[config.mk]
export PLATFORM = sky130hd
export DESIGN_NAME = cache_ctrl_fifo2w
export DESIGN_NICKNAME = d
export VERILOG_FILES = /design/src/rtl/cache_ctrl_fifo2w.sv
export SDC_FILE = /design/constraint.sdc
export NUM_CORES = 1
export LEC_CHECK = 0
export BUFFER_PORTS_ARGS = -buffer_cell sky130_fd_sc_hd__buf_2
export CAP_MARGIN = 5
export CORE_MARGIN = 1.5
export CORE_UTILIZATION = 50
export DETAILED_ROUTE_END_ITERATION = 16
export PLACE_DENSITY = 0.8
export SYNTH_ARGS = -nofsm -noshare
export SYNTH_HDL_FRONTEND = slang
export SYNTH_SLANG_ARGS = --single-unit
[constraint.sdc]
create_clock -name clk -period 1.75 [get_ports clk]
set_input_delay 0.175 -clock clk [delete_from_list [all_inputs] [get_ports clk]]
set_output_delay 0.175 -clock clk [all_outputs]
set_load 0.03 [all_outputs]
[src/rtl/cache_ctrl_fifo2w.sv]
// Two-way cache controller: write-through, no write-allocate, read-miss refill.
// Victim selection is a per-index 1-bit FIFO pointer that alternates ways on each fill.
module cache_ctrl_fifo2w (
  input  logic       clk,
  input  logic       reset,
  input  logic       cpu_req,
  input  logic       cpu_we,
  input  logic [2:0] cpu_index,
  input  logic       hit,
  input  logic       hit_way,
  input  logic       mem_ack,
  output logic       mem_req,
  output logic       mem_we,
  output logic       fill_en,
  output logic       fill_way,
  output logic       upd_en,
  output logic       upd_way,
  output logic [2:0] line_index,
  output logic       cpu_ready,
  output logic [2:0] state
);

  typedef enum logic [2:0] {
    S_IDLE   = 3'd0,
    S_LOOKUP = 3'd1,
    S_MEM_RD = 3'd2,
    S_FILL   = 3'd3,
    S_MEM_WR = 3'd4,
    S_DONE   = 3'd5
  } state_t;

  state_t     r_state;
  state_t     w_state_next;
  logic       r_we;
  logic [2:0] r_index;
  logic [7:0] r_ptr;
  logic       w_latch;

  always_ff @(posedge clk or negedge reset) begin
    if (!reset) begin
      r_state <= S_IDLE;
      r_we    <= 1'b0;
      r_index <= 3'd0;
      r_ptr   <= 8'd0;
    end else begin
      r_state <= w_state_next;
      if (w_latch) begin
        r_we    <= cpu_we;
        r_index <= cpu_index;
      end
      // The victim pointer only advances once the refilled line has been written.
      if (r_state == S_FILL) begin
        r_ptr[r_index] <= ~r_ptr[r_index];
      end
    end
  end

  always_comb begin
    w_state_next = r_state;
    w_latch      = 1'b0;
    mem_req      = 1'b0;
    mem_we       = 1'b0;
    fill_en      = 1'b0;
    upd_en       = 1'b0;
    upd_way      = 1'b0;
    cpu_ready    = 1'b0;
    case (r_state)
      S_IDLE: begin
        if (cpu_req) begin
          w_latch      = 1'b1;
          w_state_next = S_LOOKUP;
        end
      end
      S_LOOKUP: begin
        if (r_we) begin
          // Write-through: a hit also updates the cached copy, a miss does not allocate.
          upd_en       = hit;
          upd_way      = hit ? hit_way : 1'b0;
          w_state_next = S_MEM_WR;
        end else begin
          w_state_next = hit ? S_DONE : S_MEM_RD;
        end
      end
      S_MEM_RD: begin
        mem_req = 1'b1;
        if (mem_ack) begin
          w_state_next = S_FILL;
        end
      end
      S_FILL: begin
        fill_en      = 1'b1;
        w_state_next = S_DONE;
      end
      S_MEM_WR: begin
        mem_req = 1'b1;
        mem_we  = 1'b1;
        if (mem_ack) begin
          w_state_next = S_DONE;
        end
      end
      S_DONE: begin
        cpu_ready    = 1'b1;
        w_state_next = S_IDLE;
      end
      default: begin
        w_state_next = S_IDLE;
      end
    endcase
  end

  assign fill_way   = r_ptr[r_index];
  assign line_index = r_index;
  assign state      = r_state;

endmodule

==> run metrics <==
CP Cell Sequence mux4_2, mux2_4, buf_6; die width 43.61 um; Power Dens Cells 1988 nW/um2; Worst Hold Endpoint r_we$_DFFE_PN0P_; first-pass iteration count of the detailed router 4; Final Slew Violations 0; hold depth 3; total grt overflow 0; TritonCTS Buffers 3; Post-Synthesis Cells 71; Die H 43.61 um; Initial Util 0.5411; vias in the first global route 614; Compound-Gate Fraction of Synth Area 0.04856; crit path kind reg2out; Final period util 1.029; layout cell share with drive strength beyond 1 0.4343; Vias 633; EDFF count, synth 0; most common cell after layout, fill and taps aside buf_2; Clock Skews 0.004810 ns; max incr delay on CP 0.51 ns; Setup TNS -0.04998 ns; Max-slew headroom 0.7682; vias per cell 5.504; number of synthesized register bits 15; Ports 23; Synth Area in Simple Gates 0.2276; Final WS setup -0.04998 ns; Routed WL 1.548 mm; CTS Sinks 15; Syn. warnings 0; Least-Margin Pin Slew 0.3463 ns; setup slack at placement 0.1571 ns; main combinational cell family by area after synthesis simple AND/OR/NAND/NOR gates; Psw 930.3 uW; CP Launch Type flop; post-synthesis mux area share 0.1305; die area 1902 um2; R2R Setup Slk 0.34 ns; Combinational Power Share 0.543; # diodes 0; Final Hold Viols 0; CTS max path bufs 2; Worst path slowest cell mux4_2; R2R Path Start state[1]$_DFFE_PN0P_; area of the core 1524 um2; GPL Wtd Cong 0.7545; worst-path fanout max 3; Reg2Reg Depth 2; Synthesized Nets 81; port bufs 22; sequential share of power 0.353; # fillers 109; Detail Route Antenna Nets 0; DPL Wire Length 1.129 mm; Netlist cell types 33; global-route wire length before repair 2.622 mm; CTS H-tree lvls 1; Net Sw Frac 0.4605; failing checks negative setup slack; Final min period 1.800 ns; Hold Path Class in2reg; Post-Synth XOR/XNOR Area 0.08498; Initial DRC Count 14; post-synthesis sequential area ratio 0.4552; syn_area_per_cell 11.61 um2; clock network power share 0.104; RSZ-0062 raised after global routing true; later-pin clock latency in the skew report 0.29 ns; initial antenna violation count 0; Pleak 0.4858 nW; endpoints failing setup 1; largest net degree at the start of global routing 16; fmax 0.5556 GHz; # nets final 110; # Max-Cap Violations 0; Synth Flop Type dfrtp_1; DRC 0; synth-to-layout area growth 23.22%; GR Util All Layers 0.1896; Synth Area in Adders 0; Pint 1.090 mW; root buffer cell clkbuf_4; CTS tree done; maximum VDD drop 1.287 mV; detailed-route wire length per cell 13.46 um; Post-synth ARST share 1.000; CP arrival 1.62 ns; Core Rows 14; Crit. End Element primary output; Reg clk slew, reported paths 0.09 ns; worst reg2reg path endpoint line_index[0]$_DFFE_PN0P_; commonest cells after routing, fill and taps aside buf_2 (21), dfrtp_1 (13), buf_4 (6); synthesized area 824.5 um2; WP data required 1.57 ns; run status complete, but fails checks; worst hold start cpu_we
layout make-up:
| cell class | count | area [um2] | area share |
|---|---|---|---|
| Timing Repair Buffer | 29 | 171.4 | 0.1687 |
| Multi-Input combinational cell | 49 | 412.9 | 0.4064 |
| Sequential cell | 15 | 377.9 | 0.3719 |
| Tap cell | 16 | 20.02 | 0.01970 |
| Inverter | 2 | 7.507 | 0.007389 |
| Clock buffer | 4 | 26.28 | 0.02586 |
layer usage:
layer | track usage | vias to the layer above | wire length, um
met3 | 0.02917 | 3 | 95
li1 | - | 304 | -
met2 | 0.2853 | 27 | 706
met4 | 0.1152 | 0 | 30
met1 | 0.2568 | 299 | 716
met5 | 0 | - | 0
what timing repair did:
item | CTS | global route
hold endpoints to repair | 15 | 0
hold buffers | 1 | 0
endpoints found under the setup margin | 1 | 3
setup buffers | 1 | 0
resized for setup | 3 | 2
gates cloned | 0 | 0
power by group through the flow:
stage,Sequential [mW],Combinational [mW],Clock [mW]
final,0.713,1.10,0.210
after global routing,0.740,1.19,0.224
after CTS,0.710,1.10,0.209
after detailed placement,0.717,1.05,0
after global placement,0.709,1.04,0
after floorplan,0.747,0.755,0
sequential cells by signal (all words and copies together) (netlist names):
name        count
r_we            1
state           3
r_ptr           8
line_index      3
cell families after synthesis:
kind of cell / after synthesis
XOR/XNOR: 8
multiplexers: 7
buffers and inverters: 7
AND/OR/NAND/NOR: 28
flip-flops: 15
AO/OA/AOI/OAI: 6
worst max path at each step:
stage	start	endpoint	slack (ns)	cells after the start
6_report	line_index[0]$_DFFE_PN0P_	fill_way	-0.05	3
5_1_grt	line_index[0]$_DFFE_PN0P_	fill_way	-0.11	3
4_1_cts	line_index[0]$_DFFE_PN0P_	fill_way	-0.06	3
3_5_place_dp	line_index[0]$_DFFE_PN0P_	fill_way	0.16	3
3_3_place_gp	line_index[0]$_DFFE_PN0P_	fill_way	0.19	3
2_1_floorplan	state[0]$_DFFE_PN0P_	upd_way	0.01	4
critical path, delay by kind of cell, from the launching register on:
family / cells / cell delay, ns
buffers and inverters: 1 / 0.14
flip-flops: 1 / 0.41
multiplexers: 2 / 0.79
through the flow:
step           utilization  hold WS [ns]  power [mW]  cell area (um2)  std cells
2_1_floorplan            -       -0.1206       1.502            835.8         71
3_3_place_gp        0.6346       0.09149       1.746            967.2        109
3_5_place_dp        0.6346       0.09936       1.766            967.2        109
4_1_cts             0.6650       0.07909       2.022             1013        115
5_1_grt             0.6667        0.1056       2.153             1016        115
6_report            0.6667       0.07312       2.020             1016        115
synthesized netlist by cell type (all sizes together), types with 2 or more instances:
library cell / instances / area share
a21oi: 2 / 0.012
buf: 3 / 0.033
clkbuf: 2 / 0.011
dfrtp: 15 / 0.46
inv: 2 / 0.0091
mux2: 4 / 0.059
mux4: 2 / 0.059
nand2: 3 / 0.014
nand2b: 3 / 0.032
nand3: 2 / 0.012
nand4: 2 / 0.015
nor2: 5 / 0.023
nor2b: 3 / 0.023
nor3: 3 / 0.018
nor4b: 2 / 0.047
xnor2: 5 / 0.053
xor2: 3 / 0.032
No activity file was read; power rests on OpenSTA's default activity.
